--- src/rtl/sprite_frame_sequencer.sv ---
// Sequences background, per-sprite load/draw, frame-divided wait, erase and
// position update for NUM_SPRITES sprites sharing one pixel datapath.
module sprite_frame_sequencer #(
  parameter int unsigned NUM_SPRITES = 2,
  parameter int unsigned SEL_W       = 1,
  parameter int unsigned FRAME_DIV   = 15,
  parameter int unsigned STEP_W      = 8
) (
  input  logic              clk,
  input  logic              reset_n,
  input  logic              frame_tick,
  input  logic              pause,
  input  logic              redraw_req,
  input  logic              bg_done,
  input  logic              draw_done,
  output logic              draw_bg,
  output logic              ld_sprite,
  output logic              draw_sprite,
  output logic              erase_sprite,
  output logic [SEL_W-1:0]  sprite_sel,
  output logic              update,
  output logic              writeEn,
  output logic              step_done,
  output logic [STEP_W-1:0] step_cnt
);

  localparam int unsigned DIV_W = 8;
  localparam logic [SEL_W-1:0] LAST_SEL = SEL_W'(NUM_SPRITES - 1);
  localparam logic [DIV_W-1:0] LAST_DIV = DIV_W'(FRAME_DIV - 1);

  typedef enum logic [2:0] {
    S_BG     = 3'd0,
    S_LOAD   = 3'd1,
    S_DRAW   = 3'd2,
    S_WAIT   = 3'd3,
    S_ERASE  = 3'd4,
    S_UPDATE = 3'd5
  } state_t;

  state_t              state, state_nxt;
  logic [SEL_W-1:0]    sel_q, sel_nxt;
  logic [DIV_W-1:0]    div_q, div_nxt;
  logic [STEP_W-1:0]   step_q, step_nxt;
  logic                draw_bg_nxt, ld_sprite_nxt, draw_sprite_nxt, erase_sprite_nxt;
  logic                update_nxt, writeEn_nxt;

  // Next-state, sprite index, divider and step counter
  always_comb begin
    state_nxt = state;
    sel_nxt   = sel_q;
    div_nxt   = div_q;
    step_nxt  = step_q;
    case (state)
      S_BG: begin
        if (bg_done) begin
          state_nxt = S_LOAD;
          sel_nxt   = '0;
        end
      end
      S_LOAD: state_nxt = S_DRAW;
      S_DRAW: begin
        if (draw_done) begin
          if (sel_q != LAST_SEL) begin
            sel_nxt   = sel_q + SEL_W'(1);
            state_nxt = S_LOAD;
          end else begin
            state_nxt = S_WAIT;
            div_nxt   = '0;
          end
        end
      end
      S_WAIT: begin
        // Redraw outranks the terminal tick and drops the partial count
        if (redraw_req) begin
          state_nxt = S_BG;
          div_nxt   = '0;
        end else if (frame_tick && !pause) begin
          if (div_q == LAST_DIV) begin
            state_nxt = S_ERASE;
            sel_nxt   = '0;
            div_nxt   = '0;
          end else begin
            div_nxt = div_q + DIV_W'(1);
          end
        end
      end
      S_ERASE: begin
        if (draw_done) begin
          if (sel_q != LAST_SEL) sel_nxt = sel_q + SEL_W'(1);
          else                   state_nxt = S_UPDATE;
        end
      end
      S_UPDATE: begin
        step_nxt  = step_q + STEP_W'(1);
        sel_nxt   = '0;
        state_nxt = S_LOAD;
      end
      default: begin
        state_nxt = S_BG;
        sel_nxt   = '0;
        div_nxt   = '0;
      end
    endcase
  end

  // Moore decode of the upcoming state, so the registered outputs track state
  always_comb begin
    draw_bg_nxt      = (state_nxt == S_BG);
    ld_sprite_nxt    = (state_nxt == S_LOAD);
    draw_sprite_nxt  = (state_nxt == S_DRAW);
    erase_sprite_nxt = (state_nxt == S_ERASE);
    update_nxt       = (state_nxt == S_UPDATE);
    writeEn_nxt      = draw_bg_nxt || draw_sprite_nxt || erase_sprite_nxt;
  end

  always_ff @(posedge clk) begin
    if (!reset_n) begin
      state        <= S_BG;
      sel_q        <= '0;
      div_q        <= '0;
      step_q       <= '0;
      draw_bg      <= 1'b1;
      ld_sprite    <= 1'b0;
      draw_sprite  <= 1'b0;
      erase_sprite <= 1'b0;
      update       <= 1'b0;
      step_done    <= 1'b0;
      writeEn      <= 1'b1;
    end else begin
      state        <= state_nxt;
      sel_q        <= sel_nxt;
      div_q        <= div_nxt;
      step_q       <= step_nxt;
      draw_bg      <= draw_bg_nxt;
      ld_sprite    <= ld_sprite_nxt;
      draw_sprite  <= draw_sprite_nxt;
      erase_sprite <= erase_sprite_nxt;
      update       <= update_nxt;
      step_done    <= update_nxt;
      writeEn      <= writeEn_nxt;
    end
  end

  assign sprite_sel = sel_q;
  assign step_cnt   = step_q;

endmodule

--- config.mk ---
export PLATFORM = sky130hd
export DESIGN_NAME = sprite_frame_sequencer
export DESIGN_NICKNAME = d
export VERILOG_FILES = /design/src/rtl/sprite_frame_sequencer.sv
export SDC_FILE = /design/constraint.sdc
export NUM_CORES = 1
export LEC_CHECK = 0
export BUFFER_PORTS_ARGS = -buffer_cell sky130_fd_sc_hd__clkbuf_2
export CORE_ASPECT_RATIO = 1.25
export CORE_MARGIN = 8
export CORE_UTILIZATION = 52
export DETAILED_ROUTE_END_ITERATION = 12
export GPL_TIMING_DRIVEN = 0
export PLACE_DENSITY = 0.75
export SLEW_MARGIN = 20
export SYNTH_ARGS = -nofsm -noshare
export SYNTH_HDL_FRONTEND = slang
export SYNTH_SLANG_ARGS = --single-unit
--- constraint.sdc ---
create_clock -name clk -period 1.7 [get_ports clk]
set_input_delay 0.085 -clock clk [delete_from_list [all_inputs] [get_ports clk]]
set_output_delay 0.085 -clock clk [all_outputs]
set_load 0.1 [all_outputs]
# Word level (Yosys, flattened, before mapping)
# Index checks and enable logic that the tools add are counted.
# word_totals
regBits,26
inputBits,7
output_inout_bits,16
# classes
n_addsub,3
eq_ne,18
mux,22
bitwise_logic,2
reduce_logical,10
# ops
operator,n
2-to-1 mux 8 bit,5
case mux 8 bit (3 select lines),1
2-to-1 mux 3 bit,7
case mux 3 bit (6 select lines),1
adder 8 x 1 -> 8 bit (second input constant),2
equality test 3 bit (second input constant),4
!= test 2 bit (second input constant),6
equality test 3 x 2 -> 1 bit (second input constant),3
equality test 8 x 4 -> 1 bit (second input constant),1
equality test 3 x 1 -> 1 bit (second input constant),2
zero test 3 bit,2
2-to-1 mux 1 bit,6
AND reduction 6 bit,1
case mux 1 bit (4 select lines),1
AND reduction 4 bit,1
OR reduction 4 bit,1
!= test 3 bit (second input constant),1
logical OR 1 bit,2
2-to-1 mux 2 bit,1
!= test 2 x 1 -> 1 bit (second input constant),1
inverter 1 bit,2
OR reduction 2 bit,1
adder 1 bit (second input constant),1
logical AND 1 bit,1
zero test 1 bit,1

# Longest topological paths before layout
# Gate-level depths: netlist (run 1).
# logic_depth
depth_word,8
depth_mapped,6
mapped_depth_nobuf,6

# Worst setup path after synthesis (run 1)
# Ideal clock, no wire load.
# synth_timing
kind,register to register
startpoint,"reg sel_q, in the netlist sprite_sel"
endpoint,reg div_q[6]
setup_time_ns,0.070
t_arrival_ns,1.986
setup_slack_ns,-0.356
stages_incl_launch_ff,5
n_path_buf,0
period_less_slack_ns,2.056
path_cell_list,dfxtp_1 > a211o_1 > o211ai_2 > or4_1 > a21oi_1
# synth_via
elab_chain_cells,2
# synth_rtl
element,line,text
"start, declared",41,"logic [SEL_W-1:0] sel_q, sel_nxt;"
"start signal, assigned",131,sel_q <= sel_nxt;
!= test 2 bit (no line),-,
AND reduction 4 bit (no line),-,
"end signal, assigned",132,div_q <= div_nxt;
"end, declared",42,"logic [DIV_W-1:0] div_q, div_nxt;"
# No other way between the ends.
# A chain may end at the register's enable or synchronous reset.

# Worst setup path after layout (run 1)
# layout_timing
startpoint,reg state[0]
endpoint,reg writeEn
# layout_via
elab_chain_cells,7
# layout_rtl
element,line,text
"start, declared",40,"state_t state, state_nxt;"
"start signal, assigned",130,state <= state_nxt;
2-to-1 mux 3 bit,78,if (div_q == LAST_DIV) begin
2-to-1 mux 3 bit,77,end else if (frame_tick && !pause) begin
2-to-1 mux 3 bit,74,if (redraw_req) begin
case mux 3 bit (6 select lines) *,53,case (state)
equality test 3 x 2 -> 1 bit / zero test 3 bit (equally long branches),"110, 108",
logical OR 1 bit,113,writeEn_nxt = draw_bg_nxt || draw_sprite_nxt || erase_sprite_nxt;
logical OR 1 bit *,113,
"end signal, assigned",140,writeEn <= writeEn_nxt;
"end, declared",22,"output logic writeEn,"
# Mark *: on every way between the ends. The rest lies on a longest branch, timed or not.

==> impl_metrics.json, run 1 <==
{
  "ir_drop_v": 0.000439,
  "r2r_slack_ns": 0.10,
  "htreeDepth": 1,
  "end_kind": "flip-flop",
  "drc_errors": 0,
  "status": "finished clean",
  "setup_tns_ns": 0,
  "whs_path_depth": 3,
  "grt_max_degree": 16,
  "cts.clk_slew.worst_paths_ns": 0.14,
  "critPathKind": "flip-flop to flip-flop",
  "hold_viol": 0,
  "internal_power_w": 0.000907,
  "syn_nets": 153,
  "ios": 23,
  "antenna_found_initial": 0,
  "finalSetupViolCount": 0,
  "areaGrowthSynthToFinish_pct": 15.9,
  "max-slew-margin-rel": 0.609,
  "layout.nets": 179,
  "place_ws_ns": 0.139,
  "cts_resized": 0,
  "core_sq_mm": 0.00240,
  "fp.dieArea_sq_mm": 0.00437,
  "cts_hold_buf": 0,
  "track_usage": 0.137,
  "wl_mm": 2.72,
  "worstSetupStartpointType": "flip-flop",
  "numPortBuffers": 21,
  "ys_seq_elements": 26,
  "power.share.clock": 0.341,
  "synth_top_area_frac": 0.400,
  "first_iter_violations": 31,
  "rsz0062_at_grt": "false",
  "power.static_leakage_nw": 0.624,
  "slew_viol_final": 0,
  "yosys_warnings": 0,
  "post-route-min-period_ns": 1.60,
  "worstPathRequired_ns": 1.93,
  "synth_area_leaders": "dfxtp_1 (40%), xnor2_1 (4.7%), and2_1 (3.4%), a21oi_1 (3.1%), ha_1 (2.9%)",
  "viasPerCell": 5.67,
  "mostFrequentLayoutCell": "clkbuf_2",
  "grt_overflow": 0,
  "p_seq_frac": 0.516,
  "grt_pass1_wl_mm": 4.83,
  "placed_area_sq_mm": 0.00146,
  "cts.sinks": 26,
  "hp-class": "primary input to flip-flop",
  "cellPowerDensity_mw_per_mm2": 813,
  "synthCells": 143,
  "cp_max_fo": 10,
  "postRouteAntennaNets": 0,
  "r2r_end": "writeEn",
  "dp_hpwl_mm": 2.07,
  "die_h_um": 72.0,
  "die_x_um": 60.8,
  "mostFrequentLayoutCells": "clkbuf_2 (21), dfxtp_1 (19), a21oi_1 (8)",
  "swShare": 0.261,
  "comb_power_share": 0.143,
  "worst_pin_slew_ns": 0.578,
  "wl_per_cell_um": 13.5,
  "timing.final.crit_share": 0.940,
  "place_congestion": 0.789,
  "fin_skew_ns": 0.00862,
  "total_power_w": 0.00123,
  "syn_area_per_cell_sq_um": 9.11,
  "cp.arrival_ns": 1.83,
  "via_count": 1139,
  "clockBufferDepth": 2,
  "row_count": 20,
  "seq_area_frac_synth": 0.400,
  "fin_ws_ns": 0.102,
  "min-delay-start": "draw_done",
  "r2r-start": "state[0]",
  "clk-insertion-delay-late_ns": 0.32,
  "min_to": "sprite_sel",
  "grt_pass1_vias": 1105,
  "cts_tree": "built",
  "netlist_area_sq_mm": 0.00130,
  "post_cts_buffers": 0,
  "dr.pass1.iters": 5,
  "ys_types": 42,
  "cts-buffers-inserted": 3,
  "root_buffer": "clkbuf_4",
  "diodes": 0,
  "whs_ns": 0.0618,
  "final_area_sq_mm": 0.00151,
  "cap_violations": 0,
  "initial_core_util": 0.542,
  "fmax_mhz": 626,
  "synth_top_area_cell": "dfxtp_1",
  "p_switching_w": 0.000320,
  "drive_gt1_frac": 0.262,
  "worstRegToRegCells": 5
}
[cell usage after synthesis]
library cell and number:
nor2_1 6, and3_1 3, nand4b_1 1, nor4b_1 1, o211ai_2 1, inv_1 5, and3b_1 1, or4b_1 1
or4_1 3, ha_1 3, o31a_1 1, nand3_1 5, nand4_1 6, a21oi_1 8, nor4_1 2, clkbuf_1 2
nor3_1 2, nand2b_1 4, o21ai_4 1, nor2b_1 6, buf_2 4, or3_1 4, dfxtp_1 26, o2111ai_1 1
nand4bb_2 1, and2_1 7, xor2_1 1, mux2i_1 1, a211oi_2 1, xnor2_1 7, nand2_1 7, a211o_1 2
buf_4 2, a21boi_0 1, or2_1 1, and4bb_2 2, o21a_1 3, o221ai_1 1, o31ai_1 3, o21ai_0 4
a21o_1 1, o211ai_1 1
[metrics by stage]
step	cells	utilization
6_report	201	0.629
5_1_grt	201	0.629
4_1_cts	201	0.629
3_5_place_dp	197	0.607
3_3_place_gp	197	0.607
2_1_floorplan	143	-
[logic make-up after synthesis]
logic type | share of synthesized area
XOR/XNOR | 0.0538
AND/OR/NAND/NOR | 0.300
multiplexers | 0.00769
adder cells (fa/ha/maj) | 0.0288
buffers and inverters | 0.0471
flip-flops | 0.400
AO/OA/AOI/OAI | 0.163
[critical path: stages, from the launching register on]
cell	delay [ns]
dfxtp_1	0.38
buf_2	0.20
nor4b_1	0.55
a211o_1	0.21
o21a_1	0.14
inv_1	0.04
[per-layer routing]
metal  vias to the layer above  GRT usage  routed length [um]
li1                        564          -                   -
met1                       537      0.153                1070
met2                        34      0.249                1440
met3                         4     0.0248                 178
met4                         0     0.0390                  27
met5                         -          0                   0
[sequential cells by signal (all words and copies together) (netlist names)]
signal and cells:
div_q 8, writeEn 1, draw_bg 1, step_cnt 8
ld_sprite 1, draw_sprite 1, sprite_sel 1, state 3
erase_sprite 1, step_done 1
[how the worst max path moves through the flow]
stage / cells after the start / start / slack, ns / endpoint
5_1_grt: 5 / state[2] / 0.004 / div_q[4]
6_report: 5 / state[0] / 0.10 / writeEn
2_1_floorplan: 4 / sprite_sel / -0.01 / div_q[6]
4_1_cts: 4 / div_q[5] / 0.12 / div_q[0]
3_3_place_gp: 4 / div_q[5] / 0.15 / div_q[0]
3_5_place_dp: 4 / div_q[5] / 0.14 / div_q[0]
[cell type report]
cell class / count / area (sq um)
Buffer: 8 / 42.5
Clock buffer: 3 / 22.5
Clock inverter: 1 / 30.0
Fill cell: 220 / 892
Inverter: 5 / 18.8
Multi-Input combinational cell: 104 / 721
Sequential cell: 26 / 529
Tap cell: 33 / 41.3
Timing Repair Buffer: 21 / 105
[power groups by stage]
stage               clock (W)  combinational [W]  sequential (W)
finish               0.000419           0.000175        0.000633
floorplan                   0          0.0000711        0.000714
global placement            0           0.000172        0.000646
global route         0.000459           0.000188        0.000636
CTS                  0.000427           0.000175        0.000633
detailed placement          0           0.000174        0.000647
(Power assumes the default switching activity.)
==> run 2: changes to the inputs <==
--- a/config.mk
+++ b/config.mk
@@ -9,8 +9,8 @@
 export CORE_ASPECT_RATIO = 1.25
 export CORE_MARGIN = 8
-export CORE_UTILIZATION = 52
+export CORE_UTILIZATION = 54
 export DETAILED_ROUTE_END_ITERATION = 12
 export GPL_TIMING_DRIVEN = 0
-export PLACE_DENSITY = 0.75
+export PLACE_DENSITY = 0.77
 export SLEW_MARGIN = 20
 export SYNTH_ARGS = -nofsm -noshare
==> constraint.sdc (replaced) <==
create_clock -name clk -period 1.7 [get_ports clk]
set_input_delay 0.17 -clock clk [delete_from_list [all_inputs] [get_ports clk]]
set_output_delay 0.17 -clock clk [all_outputs]
set_load 0.1 [all_outputs]
==> run 2 against run 1 <==
Sequential power barely moved. Largest cell class unchanged. Highest routed layer unchanged. First-iteration DRC count rose by 58%. Critical path type unchanged. Critical endpoint is now div_q[0]. Register-to-register slack barely moved.
==> impl_metrics.json, run 2 (synthesis gave the netlist of run 1 again) <==
{
  "status": "finished clean",
  "utilization": 0.635,
  "fin_skew_ns": 0.00860,
  "worstPathRequired_ns": 1.92,
  "dp_hpwl_mm": 2.06,
  "whs_ns": 0.182,
  "grt_overflow": 0,
  "hp-class": "primary input to flip-flop",
  "rsz0062_at_grt": "false",
  "regArea_sq_um": 529,
  "fmax_mhz": 627,
  "mostFrequentLayoutCell": "clkbuf_2",
  "diodes": 0,
  "antenna_found_initial": 0,
  "cts_tree": "built",
  "fp.dieArea_sq_mm": 0.00425,
  "startpoint": "div_q[5]",
  "grt_max_degree": 15,
  "power.static_leakage_nw": 0.618,
  "hold_viol": 0,
  "mostFrequentLayoutCells": "clkbuf_2 (21), dfxtp_1 (19), a21oi_1 (8)",
  "end_kind": "flip-flop",
  "cp_max_fo": 7,
  "viasPerCell": 5.66,
  "drc_errors": 0,
  "min-delay-start": "draw_done",
  "final_area_sq_mm": 0.00149,
  "power.share.clock": 0.274,
  "die_x_um": 59.9,
  "clk-insertion-delay-late_ns": 0.31,
  "internal_power_w": 0.000800,
  "placed_area_sq_mm": 0.00146,
  "wl_mm": 2.70,
  "place_congestion": 0.848,
  "clockBufferDepth": 2,
  "grt_pass1_wl_mm": 4.44,
  "ir_drop_v": 0.000383,
  "dr.pass1.iters": 4,
  "root_buffer": "clkbuf_4",
  "layout.nets": 179,
  "cts_resized": 0,
  "areaGrowthSynthToFinish_pct": 14.7,
  "finalSetupViolCount": 0,
  "grt_pass1_vias": 1074,
  "postRouteAntennaNets": 0,
  "swShare": 0.280,
  "slew_viol_final": 0,
  "cap_violations": 0,
  "worstSetupStartpointType": "flip-flop",
  "cts-buffers-inserted": 3,
  "p_seq_frac": 0.570,
  "multi_input_area_sq_um": 721,
  "comb_power_share": 0.156,
  "post_cts_buffers": 0,
  "first_iter_violations": 49,
  "total_power_w": 0.00111,
  "core_sq_mm": 0.00235,
  "cts.clk_slew.worst_paths_ns": 0.14,
  "initial_core_util": 0.554,
  "ios": 23,
  "timing.final.crit_share": 0.938,
  "cts.sinks": 26,
  "htreeDepth": 1,
  "numPortBuffers": 21,
  "critPathKind": "flip-flop to flip-flop",
  "cp.arrival_ns": 1.82,
  "track_usage": 0.129,
  "row_count": 20,
  "wl_per_cell_um": 13.4,
  "r2r-start": "div_q[5]",
  "cts_hold_buf": 0,
  "p_switching_w": 0.000311,
  "die_h_um": 70.9,
  "fillers": 226,
  "max-slew-margin-rel": 0.643,
  "worst_pin_slew_ns": 0.528,
  "drive_gt1_frac": 0.262,
  "via_count": 1137,
  "cellPowerDensity_mw_per_mm2": 744,
  "post-route-min-period_ns": 1.59
}
-- run 2: cell count changes in the layout (fill, tap and decap cells not counted), sizes merged --
cell	previous run	this run
bufinv	1	0
clkbuf	26	27
-- run 2: layout make-up --
cell class	count	share of cell area
sequential	26	0.354
timing repair buffer	21	0.0704
clock buffer	4	0.0243
multi-input combinational	104	0.482
inverter	5	0.0126
tap	33	0.0276
buffer	8	0.0285
-- run 2: stage by stage --
step,setup WS (ns),instances,setup TNS (ns)
3_5_place_dp,0.139,197,0
2_1_floorplan,-0.0103,143,-0.0103
5_1_grt,0.0166,201,0
4_1_cts,0.0950,201,0
3_3_place_gp,0.143,197,0
6_report,0.106,201,0
-- run 2: metal layers --
| metal | wire [um] | vias to the layer above | part of all wire | global-route usage |
|---|---|---|---|---|
| li1 | - | 568 | - | - |
| met1 | 1250 | 532 | 0.46 | 0.144 |
| met2 | 1290 | 32 | 0.48 | 0.231 |
| met3 | 133 | 5 | 0.049 | 0.0254 |
| met4 | 29 | 0 | 0.011 | 0.0399 |
| met5 | 0 | - | 0 | 0 |
-- run 2: power by group through the flow --
stage | clock, W | combinational, W | sequential [W]
global route | 0.000343 | 0.000185 | 0.000635
floorplan | 0 | 0.0000711 | 0.000714
CTS | 0.000314 | 0.000174 | 0.000633
detailed placement | 0 | 0.000173 | 0.000647
finish | 0.000305 | 0.000173 | 0.000633
global placement | 0 | 0.000171 | 0.000646
-- run 2: path summary, 6_finish.rpt --
kind	end	slack, ns	cells past startpoint
hold / removal	sprite_sel	0.18	3
setup / recovery	div_q[0]	0.11	4
hold reg to reg	div_q[7]	0.49	2
setup reg to reg	div_q[0]	0.11	4
-- run 2: critical path, stage by stage, from the launching register on --
cell and delay [ns]:
dfxtp_1 0.37, or3_1 0.43, o31a_1 0.36, o21ai_4 0.26, nor2_1 0.08
